==> src/rtl/alu_sequencer_if.sv <==
// Instruction handshake and datapath control bundle for alu_sequencer.
// The sequencer takes the slave modport; the instruction source/datapath takes master.
interface alu_sequencer_if #(
    parameter int N = 8
);
    logic         instr_valid;
    logic [8:0]   instr;
    logic [N-1:0] imm;
    logic         instr_ready;
    logic         alu_cout;
    logic [3:0]   bus_sel;
    logic [N-1:0] imm_out;
    logic [7:0]   r_in;
    logic         a_in;
    logic         g_in;
    logic [1:0]   alu_op;
    logic         add_sub_control;
    logic         cin;
    logic         done;
    logic         busy;
    logic         carry_flag;

    modport master (
        output instr_valid, instr, imm, alu_cout,
        input  instr_ready, bus_sel, imm_out, r_in, a_in, g_in, alu_op,
               add_sub_control, cin, done, busy, carry_flag
    );

    modport slave (
        input  instr_valid, instr, imm, alu_cout,
        output instr_ready, bus_sel, imm_out, r_in, a_in, g_in, alu_op,
               add_sub_control, cin, done, busy, carry_flag
    );
endinterface

==> src/rtl/alu_sequencer.sv <==
// Multi-cycle control FSM sequencing a shared ALU, A/G registers and register bus.
// Optional CARRY_FLAG_EN adds a latched carry flag and the ADC instruction.
module alu_sequencer #(
    parameter int N = 8
) (
    input logic            clock,
    input logic            reset,
    alu_sequencer_if.slave ctl
);
    typedef enum logic [1:0] {IDLE, T1, T2, T3} state_t;

    localparam logic [2:0] OP_MV  = 3'b000;
    localparam logic [2:0] OP_MVI = 3'b001;
    localparam logic [2:0] OP_ADD = 3'b010;
    localparam logic [2:0] OP_SUB = 3'b011;
    localparam logic [2:0] OP_AND = 3'b100;
    localparam logic [2:0] OP_ADC = 3'b101;

    localparam logic [3:0] SEL_G    = 4'd8;
    localparam logic [3:0] SEL_IMM  = 4'd9;
    localparam logic [3:0] SEL_NONE = 4'd15;

    state_t       state, state_next;
    logic [8:0]   ir;
    logic [N-1:0] imm_q;
    logic         carry_q;
    logic         accept;
    logic         is_alu;
    logic [2:0]   opcode, rx, ry;

    logic [3:0]   bus_sel;
    logic [7:0]   r_in;
    logic         a_in, g_in, add_sub, cin, done;
    logic [1:0]   alu_op;

    assign opcode = ir[8:6];
    assign rx     = ir[5:3];
    assign ry     = ir[2:0];
    assign accept = ctl.instr_valid & ctl.instr_ready;

    // NOTE: sequential state uses non-blocking assignments so every register
    // samples pre-edge values regardless of process ordering.
    always_ff @(posedge clock or posedge reset) begin
        if (reset) begin
            state <= IDLE;
            ir    <= '0;
            imm_q <= '0;
        end else begin
            state <= state_next;
            if (accept) begin
                ir    <= ctl.instr;
                imm_q <= ctl.imm;
            end
        end
    end

`ifdef CARRY_FLAG_EN
    // The flag is captured on the edge that leaves T2, alongside G.
    always_ff @(posedge clock or posedge reset) begin
        if (reset) begin
            carry_q <= 1'b0;
        end else if (state == T2) begin
            if (opcode == OP_AND) carry_q <= 1'b0;
            else                  carry_q <= ctl.alu_cout;
        end
    end

    assign is_alu = (opcode == OP_ADD) || (opcode == OP_SUB) ||
                    (opcode == OP_AND) || (opcode == OP_ADC);
`else
    assign carry_q = 1'b0;
    assign is_alu  = (opcode == OP_ADD) || (opcode == OP_SUB) ||
                     (opcode == OP_AND);
`endif

    // NOTE: every output gets a default before the case so no latch is inferred.
    always_comb begin
        state_next = state;
        bus_sel    = SEL_NONE;
        r_in       = '0;
        a_in       = 1'b0;
        g_in       = 1'b0;
        alu_op     = 2'b00;
        add_sub    = 1'b0;
        cin        = 1'b0;
        done       = 1'b0;

        unique case (state)
            IDLE: begin
                if (accept) state_next = T1;
            end
            T1: begin
                if (opcode == OP_MV) begin
                    bus_sel    = {1'b0, ry};
                    r_in       = 8'd1 << rx;
                    done       = 1'b1;
                    state_next = IDLE;
                end else if (opcode == OP_MVI) begin
                    bus_sel    = SEL_IMM;
                    r_in       = 8'd1 << rx;
                    done       = 1'b1;
                    state_next = IDLE;
                end else if (is_alu) begin
                    bus_sel    = {1'b0, rx};
                    a_in       = 1'b1;
                    state_next = T2;
                end else begin
                    done       = 1'b1;
                    state_next = IDLE;
                end
            end
            T2: begin
                bus_sel    = {1'b0, ry};
                g_in       = 1'b1;
                state_next = T3;
                case (opcode)
                    OP_SUB: begin
                        add_sub = 1'b1;
                        cin     = 1'b1;
                    end
                    OP_AND:  alu_op = 2'b01;
                    OP_ADC:  cin    = carry_q;
                    default: ;
                endcase
            end
            T3: begin
                bus_sel    = SEL_G;
                r_in       = 8'd1 << rx;
                done       = 1'b1;
                state_next = IDLE;
            end
            default: state_next = IDLE;
        endcase
    end

    assign ctl.instr_ready     = (state == IDLE) & ~reset;
    assign ctl.busy            = (state != IDLE);
    assign ctl.bus_sel         = bus_sel;
    assign ctl.imm_out         = imm_q;
    assign ctl.r_in            = r_in;
    assign ctl.a_in            = a_in;
    assign ctl.g_in            = g_in;
    assign ctl.alu_op          = alu_op;
    assign ctl.add_sub_control = add_sub;
    assign ctl.cin             = cin;
    assign ctl.done            = done;
    assign ctl.carry_flag      = carry_q;
endmodule
==> src/flat_wrapper.sv <==
// flat-port wrapper written by rule: the top's interface ports become plain ports
module alu_sequencer_flat 
#(
    parameter int N = 8
)
  (clock, reset, ctl_instr_valid, ctl_instr, ctl_imm, ctl_alu_cout, ctl_instr_ready, ctl_bus_sel, ctl_imm_out, ctl_r_in, ctl_a_in, ctl_g_in, ctl_alu_op, ctl_add_sub_control, ctl_cin, ctl_done, ctl_busy, ctl_carry_flag);
  alu_sequencer_if #(.N(N)) ctl_i ();
  input logic clock;
  input logic reset;
  input wire logic [$bits(ctl_i.instr_valid)-1:0] ctl_instr_valid;
  input wire logic [$bits(ctl_i.instr)-1:0] ctl_instr;
  input wire logic [$bits(ctl_i.imm)-1:0] ctl_imm;
  input wire logic [$bits(ctl_i.alu_cout)-1:0] ctl_alu_cout;
  output wire logic [$bits(ctl_i.instr_ready)-1:0] ctl_instr_ready;
  output wire logic [$bits(ctl_i.bus_sel)-1:0] ctl_bus_sel;
  output wire logic [$bits(ctl_i.imm_out)-1:0] ctl_imm_out;
  output wire logic [$bits(ctl_i.r_in)-1:0] ctl_r_in;
  output wire logic [$bits(ctl_i.a_in)-1:0] ctl_a_in;
  output wire logic [$bits(ctl_i.g_in)-1:0] ctl_g_in;
  output wire logic [$bits(ctl_i.alu_op)-1:0] ctl_alu_op;
  output wire logic [$bits(ctl_i.add_sub_control)-1:0] ctl_add_sub_control;
  output wire logic [$bits(ctl_i.cin)-1:0] ctl_cin;
  output wire logic [$bits(ctl_i.done)-1:0] ctl_done;
  output wire logic [$bits(ctl_i.busy)-1:0] ctl_busy;
  output wire logic [$bits(ctl_i.carry_flag)-1:0] ctl_carry_flag;
  assign ctl_i.instr_valid = ctl_instr_valid;
  assign ctl_i.instr = ctl_instr;
  assign ctl_i.imm = ctl_imm;
  assign ctl_i.alu_cout = ctl_alu_cout;
  assign ctl_instr_ready = ctl_i.instr_ready;
  assign ctl_bus_sel = ctl_i.bus_sel;
  assign ctl_imm_out = ctl_i.imm_out;
  assign ctl_r_in = ctl_i.r_in;
  assign ctl_a_in = ctl_i.a_in;
  assign ctl_g_in = ctl_i.g_in;
  assign ctl_alu_op = ctl_i.alu_op;
  assign ctl_add_sub_control = ctl_i.add_sub_control;
  assign ctl_cin = ctl_i.cin;
  assign ctl_done = ctl_i.done;
  assign ctl_busy = ctl_i.busy;
  assign ctl_carry_flag = ctl_i.carry_flag;
  alu_sequencer #(.N(N)) u_core (.clock(clock), .reset(reset), .ctl(ctl_i));
endmodule
==> config.mk <==
export PLATFORM = sky130hd
export DESIGN_NAME = alu_sequencer_flat
export DESIGN_NICKNAME = d
export VERILOG_FILES = /design/src/rtl/alu_sequencer_if.sv /design/src/rtl/alu_sequencer.sv /design/src/flat_wrapper.sv
export SDC_FILE = /design/constraint.sdc
export NUM_CORES = 1
export LEC_CHECK = 0
export CORE_ASPECT_RATIO = 1.5
export CORE_MARGIN = 1.5
export CORE_UTILIZATION = 42
export CTS_BUF_LIST = sky130_fd_sc_hd__clkbuf_4 sky130_fd_sc_hd__clkbuf_8 sky130_fd_sc_hd__clkbuf_16
export DETAILED_ROUTE_END_ITERATION = 10
export MAX_ROUTING_LAYER = met4
export PLACE_DENSITY = 0.83
export SLEW_MARGIN = 20
export SYNTH_ARGS = -nofsm -noshare
export SYNTH_HDL_FRONTEND = slang
export SYNTH_SLANG_ARGS = --single-unit
export TNS_END_PERCENT = 1
==> constraint.sdc <==
create_clock -name clock -period 3.9 [get_ports clock]
set_input_delay 0.585 -clock clock [delete_from_list [all_inputs] [get_ports clock]]
set_output_delay 0.585 -clock clock [all_outputs]
set_load 0.01 [all_outputs]
==> impl_metrics.toml, run 1 <==
[pwr]
switchingPower_w = 0.000386
irDropWorstVdd_mv = 0.366
combPwrFrac_pct = 54.0
clkPwrFrac_pct = 9.5
switching_share_pct = 35.6
p_leak_nw = 0.622
power_frac_seq_pct = 36.5
p_per_area_nw_per_um2 = 725
internal-power_w = 0.000696

[timing]
fmax_mhz = 362
slew_violations = 0
hold_viol = 0
post-route-min-period_ps = 2760
max_slew_margin_pct = 51.3
timing.final.crit_share_pct = 70.8
holdWs_ps = 519
rsz0062_at_grt = "no"
tightest_slew_ps = 729
fin_skew_ps = 7.05
finalSetupViolCount = 0
setup_slack_ps = 1140
tns_ps = 0

[worst_setup_path]
end_kind = "output port"
critPathKind = "register to output port"
crit_fanout = 5
critPathLaunchType = "register"
critical_path_arrival_ps = 2170
cp_data_required_time_ps = 3310

[clocking]
cts_made_buffers = 3
post_cts_resized = 0
clkTransAtPathRegs_ps = 100
clock-root-buffer = "clkbuf_4"
cts_hold_buf = 0
cts_tree = "done"
clockBufferDepth = 2
post_cts_buffers = 0
htree_num_levels = 1
clk_latency_ps = 290
clock-sinks = 19

[drt]
drc_errors = 0
vias = 864
avgRoutedWirePerCell_um = 12.8
first_pass_iters = 4
via_per_inst = 5.27
routed_wl_mm = 2.10
drtAntennaViolNets = 0
first_iter_violations = 18

[floorplanning]
die_y_um = 63.5
ios = 51
rows = 21
fp.dieW_um = 43.3
core-area_um2 = 2260
start_util_pct = 45.3
dieArea_um2 = 2750

[logic_synthesis]
ys_ff_latch = 19
ys_warn_count = 0
synthesis.area_um2 = 1020
syn_inst = 96
yosysUniqueCellTypes = 30
syn_area_per_cell_um2 = 10.7
ys_seq_area_share_pct = 46.5

[global_routing]
grt_max_degree = 20
grt-ovfl-total = 0
grt_pass1_wl_mm = 3.63
grt_pass1_vias = 820
antenna_found_initial = 0
grt_use_total_pct = 17.7

[layout]
synthToLayoutAreaGrowth_pct = 45.7
final_cells = 164
final_area_um2 = 1490
post_route_cells_drive_above_1_share_pct = 15.6
finalNetCount = 163
diodes = 0

[place]
dp_worst_setup_slack_ps = 1430
numPortBuffers = 47
dpl_cell_area_um2 = 1460
dp_cells = 160
place_hpwl_mm = 1.63
gp_congestion = 0.744

[run_status]
status = "completed"

[worst_hold_path]
holdCritPathClass = "register to register"

[job]
cap_violations = 0
per-layer routing:
layer / track usage, % / wire length (µm) / vias up
met3: 3.15 / 151 / 2
met5: - / 0 / -
met2: 27.6 / 1040 / 40
met1: 23.2 / 892 / 408
met4: 5.68 / 10 / 0
li1: - / - / 414
logic make-up after synthesis:
kind of cell	after synthesis	share of synthesized area, %
AO/OA/AOI/OAI	18	11.7
AND/OR/NAND/NOR	32	16.7
other	1	0.366
multiplexers	13	16.1
flip-flops	19	46.5
buffers and inverters	13	8.56
synthesized netlist by cell type:
| library cell | n | area [µm²] |
|---|---|---|
| o221a_2 | 1 | 11.3 |
| buf_12 | 1 | 20.0 |
| nor2b_1 | 1 | 6.26 |
| clkbuf_1 | 2 | 7.51 |
| nand2b_1 | 4 | 25.0 |
| conb_1 | 1 | 3.75 |
| nor2_1 | 12 | 45.0 |
| o21a_1 | 1 | 7.51 |
| buf_8 | 1 | 15.0 |
| o22a_1 | 2 | 17.5 |
| o211a_1 | 1 | 10.0 |
| o21ai_0 | 5 | 25.0 |
| and3_1 | 1 | 6.26 |
| nor3_4 | 1 | 16.3 |
| mux2_2 | 8 | 90.1 |
| nor3_1 | 2 | 10.0 |
| nor3b_1 | 1 | 7.51 |
| and2_1 | 1 | 6.26 |
| and2_4 | 1 | 8.76 |
| o21bai_1 | 1 | 7.51 |
| a31oi_1 | 1 | 6.26 |
| inv_1 | 6 | 22.5 |
| or2_2 | 2 | 12.5 |
| buf_4 | 3 | 22.5 |
| nand2_1 | 2 | 7.51 |
| a21oi_1 | 4 | 20.0 |
| nand3_1 | 4 | 20.0 |
| o211ai_1 | 2 | 15.0 |
| mux2_4 | 5 | 75.1 |
| dfrtp_1 | 19 | 475 |
state kept, by name, indices dropped and copies added (netlist names), named ones only:
signal / flops
u_core.state: 1
u_core.ctl.imm_out: 8
u_core.ir: 9
cells in the final DEF (no fill, tap or decap):
cell / count
nand3_1: 4
inv_1: 6
nand2_1: 2
conb_1: 2
nor3b_1: 1
or2_2: 2
o22a_1: 2
nor3_1: 2
o221a_2: 1
nor2b_1: 1
a31oi_1: 1
a21oi_1: 4
clkbuf_4: 4
dfrtp_1: 19
and3_1: 1
and2_4: 1
nor3_4: 1
o21ai_0: 5
nand2b_1: 4
o21a_1: 1
clkdlybuf4s50_1: 47
o211a_1: 1
o21bai_1: 1
nor2_1: 12
o211ai_1: 2
mux2_2: 8
mux2_4: 5
and2_1: 1
power groups by stage:
stage	logic [W]	registers, W	clock network, W
after CTS	0.000590	0.000394	0.000107
after global placement	0.000575	0.000394	0
after floorplan	0.000333	0.000385	0
final	0.000585	0.000394	0.000103
after detailed placement	0.000585	0.000398	0
after global routing	0.000640	0.000411	0.000116
cell type report:
class	instances	area (µm²)
Fill cell	189	768
Tap cell	23	28.8
Clock buffer	4	30.0
Inverter	6	22.5
Timing Repair Buffer	47	470
Sequential cell	19	475
Multi-Input combinational cell	65	464
per-stage QoR:
stage	utilization (%)	power (W)
2_1_floorplan	-	0.000718
3_3_place_gp	64.7	0.000969
3_5_place_dp	64.7	0.000983
4_1_cts	66.0	0.00109
5_1_grt	66.0	0.00117
6_report	66.0	0.00108
final timing paths:
kind / startpoint / end / slack [ps] / depth (start not counted)
max: u_core.ir[7]$_DFFE_PP0P_ / ctl_bus_sel[0] / 1140 / 4
min: u_core.ctl.imm_out[6]$_DFFE_PP0P_ / u_core.ctl.imm_out[6]$_DFFE_PP0P_ / 520 / 1
min in group asynchronous: reset / u_core.state[0]$_DFFE_PP0P_ / 790 / 2
max in group asynchronous: reset / u_core.ir[0]$_DFFE_PP0P_ / 2640 / 2
max reg2reg: register / u_core.ctl.imm_out[4]$_DFFE_PP0P_ / 2170 / 3
min reg2reg: u_core.ctl.imm_out[6]$_DFFE_PP0P_ / u_core.ctl.imm_out[6]$_DFFE_PP0P_ / 520 / 1
worst max-delay path: stages, from the launching register on:
cell and delay [ps]:
dfrtp_1 430, nor2b_1 180, o21ai_0 460, o221a_2 280
clkdlybuf4s50_1 530
Note: power is estimated with default switching activity, not from simulation.
==> run 2, diff against run 1 <==
--- a/config.mk
+++ b/config.mk
@@ -7,11 +7,11 @@
 export LEC_CHECK = 0
 export CORE_ASPECT_RATIO = 1.5
 export CORE_MARGIN = 1.5
-export CORE_UTILIZATION = 42
+export CORE_UTILIZATION = 35
 export CTS_BUF_LIST = sky130_fd_sc_hd__clkbuf_4 sky130_fd_sc_hd__clkbuf_8 sky130_fd_sc_hd__clkbuf_16
 export DETAILED_ROUTE_END_ITERATION = 10
 export MAX_ROUTING_LAYER = met4
-export PLACE_DENSITY = 0.83
+export PLACE_DENSITY = 0.74
 export SLEW_MARGIN = 20
 export SYNTH_ARGS = -nofsm -noshare
 export SYNTH_HDL_FRONTEND = slang
==> constraint.sdc (replaced) <==
create_clock -name clock -period 2.5 [get_ports clock]
set_input_delay 0.375 -clock clock [delete_from_list [all_inputs] [get_ports clock]]
set_output_delay 0.375 -clock clock [all_outputs]
set_load 0.01 [all_outputs]
==> run 2 against run 1 <==
  * Routed wire length up 20%
  * Sequential power up 50%
  * Critical path depth unchanged
  * Global-route usage down 0.64 points
  * Critical endpoint unchanged
  * Largest cell class is now buffers
  * Highest routed layer unchanged
==> impl_metrics.toml, run 2 (synthesis results as in run 1) <==
[timing]
slew_violations = 0
tightest_slew_ps = 740
post-route-min-period_ps = 2290
setup_slack_ps = 215
fin_skew_ps = 0.641
hold_viol = 0
tns_ps = 0
timing.final.crit_share_pct = 91.4
max_slew_margin_pct = 50.6
fmax_mhz = 438
rsz0062_at_grt = "no"
finalSetupViolCount = 0

[worst_setup_path]
reg2reg_slack_ps = 790
end_kind = "output port"
critPathTopFamily = "buffers and inverters"
critPathLaunchType = "register"
critical_path.n_buffers_inverters = 1
critical_path_arrival_ps = 1910
max_stage_delay_ps = 530
crit_path_top_delay_cell = "clkdlybuf4s50_1"
critPathKind = "register to output port"
timing.rr.end = "u_core.ctl.imm_out[4]$_DFFE_PP0P_"
crit_fanout = 5
crit-reg2reg-launch = "u_core.state[0]$_DFFE_PP0P_"
cp_data_required_time_ps = 2120
path_cells = "nor2b_1 > o21ai_1 > o221a_2 > clkdlybuf4s50_1"
reg2reg_depth = 4

[layout]
multi_input_area_um2 = 469
final_area_um2 = 1550
diodes = 0
synthToLayoutAreaGrowth_pct = 51.7
fillers = 243
final_cell_mix = "clkdlybuf4s50_1 (47), dfrtp_1 (19), nor2_1 (12)"
largest_register_ffs = 9
final_common_cell = "clkdlybuf4s50_1"
finalNetCount = 166
area.sequential_um2 = 475
largest_register = "u_core.ir"
post_route_cells_drive_above_1_share_pct = 18.1

[place]
place_hpwl_mm = 1.97
gp_congestion = 0.835
dp_worst_setup_slack_ps = 327
dpl_cell_area_um2 = 1500
numPortBuffers = 47

[run_status]
status = "completed"

[worst_hold_path]
min_path_cells = 1
holdCritPathClass = "register to register"
worst_hold_path.endpoint = "u_core.ctl.imm_out[1]$_DFFE_PP0P_"
hold_path.startpoint = "u_core.ctl.imm_out[1]$_DFFE_PP0P_"

[pwr]
p_leak_nw = 0.646
irDropWorstVdd_mv = 0.528
switchingPower_w = 0.000641
clkPwrFrac_pct = 12.0
combPwrFrac_pct = 55.0
p_per_area_nw_per_um2 = 1150
power_frac_seq_pct = 33.0
report.power.total_w = 0.00179
switching_share_pct = 35.7
internal-power_w = 0.00115

[drt]
routed_wl_mm = 2.50
first_iter_violations = 16
vias = 893
avgRoutedWirePerCell_um = 13.8
via_per_inst = 4.93
drc_errors = 0
drtAntennaViolNets = 0
first_pass_iters = 4

[global_routing]
grt_use_total_pct = 17.1
grt-ovfl-total = 0
grt_max_degree = 20
grt_pass1_wl_mm = 3.97
antenna_found_initial = 0
grt_pass1_vias = 917

[clocking]
htree_num_levels = 1
cts_tree = "done"
clock-sinks = 19
post_cts_buffers = 0
clkTransAtPathRegs_ps = 70
clk_latency_ps = 250
clockBufferDepth = 2
clock-root-buffer = "clkbuf_8"
cts_made_buffers = 3

[floorplanning]
dieArea_um2 = 3260
start_util_pct = 37.4
core-area_um2 = 2730
die_y_um = 69.2
rows = 23
fp.dieW_um = 47.2
ios = 51

[job]
cap_violations = 0
-- run 2: power groups by stage --
| stage | logic, W | clock network (W) | registers, W |
|---|---|---|---|
| 2_1_floorplan | 0.000520 | 0 | 0.000600 |
| 3_3_place_gp | 0.000969 | 0 | 0.000579 |
| 3_5_place_dp | 0.000991 | 0 | 0.000594 |
| 4_1_cts | 0.000996 | 0.000222 | 0.000590 |
| 5_1_grt | 0.00107 | 0.000235 | 0.000616 |
| 6_report | 0.000987 | 0.000215 | 0.000591 |
-- run 2: worst max-delay path by stage --
stage,start,endpoint,slack (ps),cells past startpoint
after floorplan,u_core.state[0]$_DFFE_PP0P_,ctl_cin,820,4
after global placement,u_core.ir[6]$_DFFE_PP0P_,ctl_a_in,350,5
after detailed placement,u_core.ir[6]$_DFFE_PP0P_,ctl_a_in,330,5
after CTS,u_core.ir[6]$_DFFE_PP0P_,ctl_a_in,30,5
after global routing,u_core.ir[7]$_DFFE_PP0P_,ctl_r_in[0],80,4
final,u_core.ir[7]$_DFFE_PP0P_,ctl_bus_sel[0],210,4
-- run 2: metrics by stage --
stage / cells / hold slack (ps) / util [%]
finish: 181 / 512 / 56.8
global placement: 177 / 490 / 54.9
floorplan: 97 / 326 / -
detailed placement: 177 / 499 / 54.9
CTS: 181 / 516 / 56.6
global route: 181 / 533 / 56.8
-- run 2: cell type report --
type	count	share of cell area (%)
timing repair buffer	50	31.7
sequential	19	30.6
multi-input combinational	65	30.2
tap	37	2.98
clock buffer	3	2.66
inverter	6	1.45
clock inverter	1	0.322
-- run 2: repair_timing --
action / in CTS / in global routing
setup endpoints to repair: 0 / 3
endpoints found under the hold margin: 0 / 0
resized for setup: 0 / 2
hold buffers: 0 / 0
-- run 2: routing by layer --
layer	global-route usage, %	wire length [µm]	vias up
met2	30.6	1360	35
li1	-	-	420
met1	16.8	943	432
met5	-	0	-
met3	1.82	116	6
met4	8.33	87	0
==> run 3, diff against run 2 <==
==> constraint.sdc (replaced) <==
create_clock -name clock -period 2 [get_ports clock]
set_input_delay 0.3 -clock clock [delete_from_list [all_inputs] [get_ports clock]]
set_output_delay 0.3 -clock clock [all_outputs]
set_load 0.01 [all_outputs]
==> run 3 against run 2 <==
  * The flow now finishes with violations (setup timing)
  * Via count is 2.8% higher
  * Critical path depth is 1 higher
  * Clock-buffer cell count is 1 higher
  * Highest routed layer unchanged
  * Die area stayed put
  * Routed wire length is 5.4% higher
  * Global-route usage is 0.70 points higher
  * Worst setup slack worse by 280 ps
  * Sequential power is 24% higher
  * Non-clock buffer count is 7 higher
  * Combinational power is 33% higher
  * First-iteration DRC count is 19% higher
  * Sequential share of layout area is 1.2 points lower
==> impl_metrics.toml, run 3 (synthesis results as in run 1) <==
[worst_setup_path]
reg2reg_slack_ps = 350
critical_path_arrival_ps = 1770
max_stage_delay_ps = 540
crit-reg2reg-launch = "u_core.state[0]$_DFFE_PP0P_"
crit_path_top_delay_cell = "clkdlybuf4s50_1"
cp_data_required_time_ps = 1700
end_kind = "output port"
path_cells = "buf_4 > nor2_4 > o211ai_1 > nor2_1 > clkdlybuf4s50_1"
path_depth = 5
critical_path.n_buffers_inverters = 2
crit_fanout = 4
critPathKind = "register to output port"
timing.rr.end = "u_core.ctl.imm_out[6]$_DFFE_PP0P_"
critPathLaunchType = "register"
reg2reg_depth = 4
critPathTopFamily = "buffers and inverters"

[clocking]
cts_hold_buf = 0
clk_latency_ps = 250
cts_tree = "done"
clkTransAtPathRegs_ps = 70
clockBufferDepth = 2
htree_num_levels = 1
cts_made_buffers = 3
clock-root-buffer = "clkbuf_8"
clock-sinks = 19

[timing]
finalSetupViolCount = 3
setup_slack_ps = -69.2
holdWs_ps = 508
tightest_slew_ps = 766
hold_viol = 0
fin_skew_ps = 1.35
rsz0062_at_grt = "yes"
slew_violations = 0
max_slew_margin_pct = 48.9
post-route-min-period_ps = 2070
timing.final.crit_share_pct = 103
fmax_mhz = 483

[place]
dp_worst_setup_slack_ps = -27.7
dp_cells = 183
place_hpwl_mm = 2.05
gp_congestion = 0.817
numPortBuffers = 47

[floorplanning]
dieArea_um2 = 3260
rows = 23
start_util_pct = 37.4
die_y_um = 69.2
ios = 51
fp.dieW_um = 47.2
core-area_um2 = 2730

[layout]
final_common_cell = "clkdlybuf4s50_1"
final_cell_mix = "clkdlybuf4s50_1 (32), dfrtp_1 (18), nor2_1 (11)"
finalNetCount = 173
synthToLayoutAreaGrowth_pct = 58.3
largest_register_ffs = 9
post_route_cells_drive_above_1_share_pct = 23.8
final_cells = 188
diodes = 0
largest_register = "u_core.ir"

[pwr]
irDropWorstVdd_mv = 0.725
p_leak_nw = 0.793
report.power.total_w = 0.00231
p_per_area_nw_per_um2 = 1430

[worst_hold_path]
holdCritPathClass = "register to register"
hold_path.startpoint = "u_core.ctl.imm_out[2]$_DFFE_PP0P_"
worst_hold_path.endpoint = "u_core.ctl.imm_out[2]$_DFFE_PP0P_"
min_path_cells = 1

[drt]
routed_wl_mm = 2.64
first_pass_iters = 4
drtAntennaViolNets = 0
vias = 918
drc_errors = 0
first_iter_violations = 19
via_per_inst = 4.88
avgRoutedWirePerCell_um = 14.0

[job]
cap_violations = 0

[run_status]
violations = "setup timing"
status = "complete, but fails checks"

[global_routing]
grt-ovfl-total = 0
grt_pass1_wl_mm = 4.15
grt_max_degree = 20
grt_pass1_vias = 998
antenna_found_initial = 0
grt_use_total_pct = 17.8
-- run 3: cell count changes in the layout (fill, tap and decap cells not counted), moves of 5 or more --
cell,delta
clkdlybuf4s50_1,-15
dlymetal6s2s_1,+5
dlygate4sd2_1,+10
buf_4,+7
-- run 3: per-stage QoR --
step                area, µm²  utilization, %  TNS, ps
floorplan                1030               -        0
global placement         1550            56.6        0
detailed placement       1550            56.6    -42.2
CTS                      1590            58.3     -666
global route             1620            59.3     -471
finish                   1620            59.3     -163
-- run 3: how the worst max path moves through the flow --
stage               slack [ps]                         from             end
floorplan                  400  u_core.state[0]$_DFFE_PP0P_         ctl_cin
global route              -160     u_core.ir[8]$_DFFE_PP0P_     ctl_r_in[7]
global placement            10     u_core.ir[7]$_DFFE_PP0P_  ctl_bus_sel[0]
finish                     -70     u_core.ir[8]$_DFFE_PP0P_     ctl_r_in[7]
CTS                       -110     u_core.ir[8]$_DFFE_PP0P_     ctl_r_in[7]
detailed placement         -30     u_core.ir[7]$_DFFE_PP0P_  ctl_bus_sel[0]
-- run 3: what timing repair did --
item,4_1_cts,5_1_grt
buffers inserted,0,1
gates resized for setup,14,7
pin swaps,0,1
endpoints found under the setup margin,17,9
-- run 3: area by class of cell --
type | count | area, µm²
Sequential cell | 19 | 477
Fill cell | 242 | 1110
Clock buffer | 4 | 48.8
Tap cell | 37 | 46.3
Timing Repair Buffer | 57 | 546
Multi-Input combinational cell | 65 | 480
Inverter | 6 | 22.5
-- run 3: per-layer routing --
layer	vias up	routed length, µm	global-route usage (%)
li1	436	-	-
met1	445	964	15.7
met2	35	1500	33.3
met3	2	134	2.60
met4	0	35	8.02
met5	-	0	-
-- run 3: report_power, final --
part / total, W / switching (W) / internal [W]
registers: 0.000731 / 0.000154 / 0.000577
logic: 0.00131 / 0.000558 / 0.000748
clock network: 0.000273 / 0.000118 / 0.000155
total: 0.00231 / 0.000831 / 0.00148
